File: src/rtl/pkt_attr_extract.sv
// pkt_attr_extract
//   Passive AXI4-Stream tap. Captures the first three beats (96 bytes) of
//   every packet, decodes Ethernet / 802.1Q / 802.1ad / IPv4 / TCP / UDP
//   headers on the tlast beat and emits one registered attribute word
//   qualified by a one-cycle strobe. Never drives backpressure.
//
// Ports
//   axi_aclk        clock
//   axi_resetn      async active-low reset (released synchronously inside)
//   s_axis_tdata    frame bytes, byte n at [8n+7:8n]
//   s_axis_tuser    [15:0] packet length, [23:16] one-hot source port
//   s_axis_tvalid   observed
//   s_axis_tready   observed; a beat transfers on tvalid & tready
//   s_axis_tlast    last beat of packet
//   pkt_attributes  {src_port, 2'b0, vlan_ad, vlan_q, udp, tcp, ip, len, tuple}
//   pkt_valid       one-cycle strobe, cycle after the tlast transfer
module pkt_attr_extract #(
    parameter int C_S_AXIS_DATA_WIDTH  = 256,
    parameter int C_S_AXIS_TUSER_WIDTH = 128,
    parameter int NUM_INPUT_QUEUES     = 8,
    parameter int TUPLE_WIDTH          = 104,
    parameter int BYTES_COUNT_WIDTH    = 16,
    parameter int ATTRIBUTE_DATA_WIDTH = 135
) (
    input  logic                            axi_aclk,
    input  logic                            axi_resetn,
    input  logic [C_S_AXIS_DATA_WIDTH-1:0]  s_axis_tdata,
    input  logic [C_S_AXIS_TUSER_WIDTH-1:0] s_axis_tuser,
    input  logic                            s_axis_tvalid,
    input  logic                            s_axis_tready,
    input  logic                            s_axis_tlast,
    output logic [ATTRIBUTE_DATA_WIDTH-1:0] pkt_attributes,
    output logic                            pkt_valid
);

    localparam int W     = C_S_AXIS_DATA_WIDTH;
    localparam int HDR_W = 3 * W;

    localparam logic [0:0] S_HDR  = 1'b0;
    localparam logic [0:0] S_BODY = 1'b1;

    // ------------------------------------------------------------------
    // Reset: asserts immediately, releases two clocks after axi_resetn.
    // ------------------------------------------------------------------
    logic [1:0] rst_sync;
    logic       rst_n;

    always_ff @(posedge axi_aclk or negedge axi_resetn) begin
        if (!axi_resetn) begin
            rst_sync <= '0;
        end else begin
            rst_sync <= {rst_sync[0], 1'b1};
        end
    end

    assign rst_n = rst_sync[1];

    // ------------------------------------------------------------------
    // Capture state
    // ------------------------------------------------------------------
    logic [0:0]       state;
    logic [1:0]       cnt;
    logic [HDR_W-1:0] hdr_buf;
    logic [23:0]      tuser_q;

    logic             xfer;
    logic             sop;
    logic [HDR_W-1:0] hdr;
    logic [23:0]      tuser_pkt;
    logic             unused_tuser_hi;

    assign xfer      = s_axis_tvalid && s_axis_tready;
    assign sop       = (state == S_HDR) && (cnt == 2'd0);
    assign tuser_pkt = sop ? s_axis_tuser[23:0] : tuser_q;
    assign unused_tuser_hi = ^s_axis_tuser[C_S_AXIS_TUSER_WIDTH-1:24];

    // Header view = stored beats merged with the current beat. On SOP the
    // upper beats are forced to zero so a short packet reads 0 past tlast.
    always_comb begin
        hdr = hdr_buf;
        if (state == S_HDR) begin
            case (cnt)
                2'd0:    hdr = {{(2*W){1'b0}}, s_axis_tdata};
                2'd1:    hdr[2*W-1:W] = s_axis_tdata;
                default: hdr[3*W-1:2*W] = s_axis_tdata;
            endcase
        end
    end

    function automatic logic [7:0] hbyte(input logic [HDR_W-1:0] v,
                                         input logic [6:0]       idx);
        return v[{idx, 3'b000} +: 8];
    endfunction

    // ------------------------------------------------------------------
    // Header decode (combinational, consumed on the tlast transfer)
    // ------------------------------------------------------------------
    logic                         vlan_ad, vlan_q, ip, tcp, udp;
    logic [15:0]                  ether_type;
    logic [6:0]                   l3_off, l4_off;
    logic [7:0]                   ver_ihl, proto;
    logic [31:0]                  src_ip, dst_ip;
    logic [15:0]                  src_l4, dst_l4;
    logic [TUPLE_WIDTH-1:0]       tuple;
    logic [NUM_INPUT_QUEUES-1:0]  src_port;
    logic [BYTES_COUNT_WIDTH-1:0] pkt_len;
    logic [ATTRIBUTE_DATA_WIDTH-1:0] attr;

    always_comb begin
        vlan_ad    = 1'b0;
        vlan_q     = 1'b0;
        ether_type = {hbyte(hdr, 7'd12), hbyte(hdr, 7'd13)};
        l3_off     = 7'd14;
        if (ether_type == 16'h88A8) begin
            // Inner tag is assumed, not checked.
            vlan_ad    = 1'b1;
            ether_type = {hbyte(hdr, 7'd20), hbyte(hdr, 7'd21)};
            l3_off     = 7'd22;
        end else if (ether_type == 16'h8100) begin
            vlan_q     = 1'b1;
            ether_type = {hbyte(hdr, 7'd16), hbyte(hdr, 7'd17)};
            l3_off     = 7'd18;
        end

        ver_ihl = hbyte(hdr, l3_off);
        ip      = (ether_type == 16'h0800) && (ver_ihl[7:4] == 4'd4);
        l4_off  = l3_off + {1'b0, ver_ihl[3:0], 2'b00};

        proto  = '0;
        src_ip = '0;
        dst_ip = '0;
        if (ip) begin
            proto  = hbyte(hdr, l3_off + 7'd9);
            src_ip = {hbyte(hdr, l3_off + 7'd12), hbyte(hdr, l3_off + 7'd13),
                      hbyte(hdr, l3_off + 7'd14), hbyte(hdr, l3_off + 7'd15)};
            dst_ip = {hbyte(hdr, l3_off + 7'd16), hbyte(hdr, l3_off + 7'd17),
                      hbyte(hdr, l3_off + 7'd18), hbyte(hdr, l3_off + 7'd19)};
        end

        tcp = ip && (proto == 8'd6);
        udp = ip && (proto == 8'd17);

        src_l4 = '0;
        dst_l4 = '0;
        if (tcp || udp) begin
            src_l4 = {hbyte(hdr, l4_off),         hbyte(hdr, l4_off + 7'd1)};
            dst_l4 = {hbyte(hdr, l4_off + 7'd2),  hbyte(hdr, l4_off + 7'd3)};
        end

        tuple    = {src_ip, dst_ip, src_l4, dst_l4, proto};
        src_port = tuser_pkt[23:16];
        pkt_len  = tuser_pkt[15:0];
        attr     = {src_port, 2'b00, vlan_ad, vlan_q, udp, tcp, ip, pkt_len, tuple};
    end

    // ------------------------------------------------------------------
    // Sequential state and registered output
    // ------------------------------------------------------------------
    always_ff @(posedge axi_aclk or negedge rst_n) begin
        if (!rst_n) begin
            state          <= S_HDR;
            cnt            <= '0;
            hdr_buf        <= '0;
            tuser_q        <= '0;
            pkt_valid      <= 1'b0;
            pkt_attributes <= '0;
        end else begin
            pkt_valid <= 1'b0;
            if (xfer) begin
                if (sop) begin
                    tuser_q <= s_axis_tuser[23:0];
                end
                if (state == S_HDR) begin
                    hdr_buf <= hdr;
                end
                if (s_axis_tlast) begin
                    state          <= S_HDR;
                    cnt            <= '0;
                    pkt_valid      <= 1'b1;
                    pkt_attributes <= attr;
                end else if (state == S_HDR) begin
                    if (cnt == 2'd2) begin
                        state <= S_BODY;
                    end else begin
                        cnt <= cnt + 2'd1;
                    end
                end
            end
        end
    end

endmodule

File: config.mk
export PLATFORM = sky130hd
export DESIGN_NAME = pkt_attr_extract
export DESIGN_NICKNAME = d
export VERILOG_FILES = /design/src/rtl/pkt_attr_extract.sv
export SDC_FILE = /design/constraint.sdc
export NUM_CORES = 2
export LEC_CHECK = 0
export ABC_CLOCK_PERIOD_IN_PS = 48200
export CAP_MARGIN = 30
export CORE_MARGIN = 2
export CORE_UTILIZATION = 40
export DETAILED_ROUTE_END_ITERATION = 8
export SKIP_CTS_REPAIR_TIMING = 1
export SKIP_LAST_GASP = 1
export SYNTH_ARGS = -nofsm -noshare
export SYNTH_HDL_FRONTEND = slang
export SYNTH_SLANG_ARGS = --single-unit
File: constraint.sdc
create_clock -name axi_aclk -period 48.2 [get_ports axi_aclk]
set_clock_uncertainty 0.2 [all_clocks]
set_input_delay 7.23 -clock axi_aclk [delete_from_list [all_inputs] [get_ports axi_aclk]]
set_output_delay 7.23 -clock axi_aclk [all_outputs]
set_load 0.005 [all_outputs]
==> flow_summary.json <==
{
  "power.total_mw": 5.81,
  "power_frac_seq_pct": 21.9,
  "yosys.area.top_type": "dfrtp_1",
  "io_pins": 525,
  "fp.dieH_um": 368,
  "synth_async_sr_flop_share_pct": 100,
  "synth_area_um2": 52900,
  "track_usage_pct": 32.4,
  "dp_hpwl_um": 149000,
  "wl_met1_um": 92500,
  "power.share.switching_pct": 48.7,
  "io_buffers": 418,
  "fin_nets": 6264,
  "ys_types": 87,
  "clock_path_buffers": 3,
  "drt_iter0_drc": 6339,
  "grt_pass1_vias": 45300,
  "grt_start_max_net_pins": 223,
  "syn_area_per_cell_um2": 9.26,
  "wl_um": 224000,
  "grt_overflow": 0,
  "pwr-share-comb_pct": 61.8,
  "critPathKind": "input pin to flop",
  "slew_viol_final": 0,
  "met3_length_um": 29600,
  "cts_inserted_buffers": 110,
  "die_x_um": 368,
  "insertion_delay_ns": 0.76,
  "hold_class": "flop to flop",
  "rows": 133,
  "internal-power_mw": 2.98,
  "ys_ff_latch": 931,
  "tns_ns": 0,
  "finalCritPeriodShare_pct": 34.4,
  "coreArea_um2": 131000,
  "yosysSeqAreaShare_pct": 44.0,
  "critPathRequiredTime_ns": 48.61,
  "fin_crit_ns": 16.57,
  "critPathCaptureType": "flop",
  "synth-main-ff-cell": "dfrtp_1",
  "power_frac_clock_pct": 16.3,
  "peakVddDrop_mv": 0.100,
  "hold_violations": 0,
  "setup_viol": 0,
  "drive_above_1_share_pct": 11.9,
  "p_switching_mw": 2.83,
  "antenna_found_initial": 46,
  "synthCells": 5716,
  "max_slew.worst_pin.slew_ns": 1.11,
  "ant_nets": 0,
  "drcViolationCount": 0,
  "num_vias": 48600,
  "fmax_mhz": 60.4,
  "yosysTopAreaCellShare_pct": 44.0,
  "relSlewSlack_pct": 26.2,
  "synth_area_leaders": "dfrtp_1, nand2_1, o21ai_0, mux4_2, mux2i_1",
  "top_layer_used": "met5",
  "yosys-top-cells-count": "nand2_1, dfrtp_1, o21ai_0",
  "routed_via_density": 6.28,
  "crit_path_start_kind": "input pin",
  "grt_pass1_wl_um": 325000,
  "wire_per_inst_um": 28.9,
  "cts_tree": "done",
  "clk_pin_slew_ns": 0.06,
  "power.leakage_nw": 26.9,
  "cellPowerDensity_nw_per_um2": 92.3,
  "clock_sinks": 931,
  "holdWs_ns": 0.147,
  "cp_max_fo": 66,
  "initial_core_util_pct": 40.3,
  "cts_root_buf": "clkbuf_16",
  "cts.htree.levels": 3,
  "synth_edf_count": 0,
  "place_ws_ns": 31.26,
  "grt_setup_unrepaired": "false",
  "cap_violations": 0,
  "dieArea_um2": 135000,
  "layout_setup_ws_ns": 31.63,
  "yosysWarnings": 0,
  "gp_congestion": 0.924,
  "dr.pass1.iters": 7,
  "wl_met2_um": 91900,
  "syn_to_final_growth_pct": 18.9,
  "status": "finished clean",
  "cp.arrival_ns": 16.98,
  "synth.most_common_cell": "nand2_1"
}
-- cells by family after synthesis --
group | synth area share (%)
AO/OA/AOI/OAI | 22.3
XOR/XNOR | 0.106
adder cells (fa/ha/maj) | 0.251
buffers and inverters | 4.24
flip-flops | 44.0
multiplexers | 13.9
other | 0.0142
AND/OR/NAND/NOR | 15.2
-- layout by cell type, fill, tap and decap left out, drive strengths merged, types with 18 or more instances in the layout --
cell type / synthesis / routed
nor3: 57 / 57
a21oi: 211 / 211
o22ai: 18 / 18
clkdlybuf4s50: 0 / 418
buf: 135 / 148
nor2: 180 / 180
a211oi: 64 / 64
a22oi: 221 / 221
a221oi: 44 / 44
a22o: 159 / 159
o21ai: 797 / 797
a21o: 46 / 46
a21boi: 18 / 18
inv: 30 / 34
nand2b: 195 / 195
nand2: 1153 / 1153
bufinv: 0 / 18
mux2: 174 / 174
a2111oi: 57 / 57
o21a: 25 / 25
mux2i: 258 / 258
mux4: 125 / 125
a31oi: 62 / 62
dfrtp: 931 / 931
nand3: 36 / 36
and3: 48 / 48
diode: 0 / 23
nor4: 20 / 20
nor3b: 65 / 65
clkbuf: 398 / 169
-- area by class of cell --
| type | instances | area, µm² |
|---|---|---|
| inverter | 30 | 116 |
| fill | 12200 | 68400 |
| antenna | 23 | 57.6 |
| clock inverter | 42 | 737 |
| timing repair buffer | 569 | 5450 |
| clock buffer | 167 | 3350 |
| tap | 1755 | 2200 |
| sequential | 931 | 23300 |
| multi-input combinational | 4223 | 27700 |
-- layer usage --
metal	vias up	track usage, %
met5	-	0.427
met4	44	13.2
met3	488	10.7
met2	2971	45.2
met1	24000	45.9
li1	21100	-
-- final timing paths --
path	startpoint	end	slack, ns	cells past startpoint
max in group asynchronous	axi_resetn	rst_sync[1]	41.20	1
min in group asynchronous	rst_sync[1]	pkt_attributes[92]	0.23	0
min reg2reg	rst_sync[0]	rst_sync[1]	0.15	0
max reg2reg	cnt[0]	pkt_attributes[13]	36.68	22
min	rst_sync[0]	rst_sync[1]	0.15	0
max	s_axis_tdata[99]	pkt_attributes[13]	31.63	19
-- power groups by stage --
stage / clock (mW) / combinational, mW / sequential (mW)
after detailed placement: 0 / 3.49 / 1.28
after floorplan: 0 / 2.38 / 1.26
after global placement: 0 / 3.45 / 1.26
after CTS: 0.954 / 3.50 / 1.27
after global routing: 0.985 / 3.80 / 1.31
final: 0.945 / 3.59 / 1.27
-- worst max-delay path, stage by stage --
cell and delay [ns]:
clkdlybuf4s50_1 0.65, mux2i_1 0.78, a2111o_1 0.43, or3_2 0.75, buf_4 0.56, nand2_1 0.13
o21ai_0 0.32, ha_4 0.19, inv_1 0.05, fa_2 1.12, inv_1 0.24, buf_4 0.34
ha_4 0.92, clkinv_2 0.85, buf_4 0.58, nor2_1 0.78, o21ai_0 0.21, a31oi_1 0.55
o21ai_1 0.11
-- state kept, by name, summed over array words and instances (netlist names) --
signal / cells
pkt_valid: 1
pkt_attributes: 133
tuser_q: 24
state: 1
hdr_buf: 768
rst_sync: 2
cnt: 2
-- metrics by stage --
stage / instance area (µm²) / cells / utilization (%)
detailed placement: 58700 / 7501 / 44.7
global placement: 58500 / 7479 / 44.6
CTS: 62800 / 7710 / 47.8
global route: 62900 / 7730 / 47.9
floorplan: 52900 / 5717 / -
finish: 62900 / 7740 / 47.9
Power figures use the tool's default switching activity.
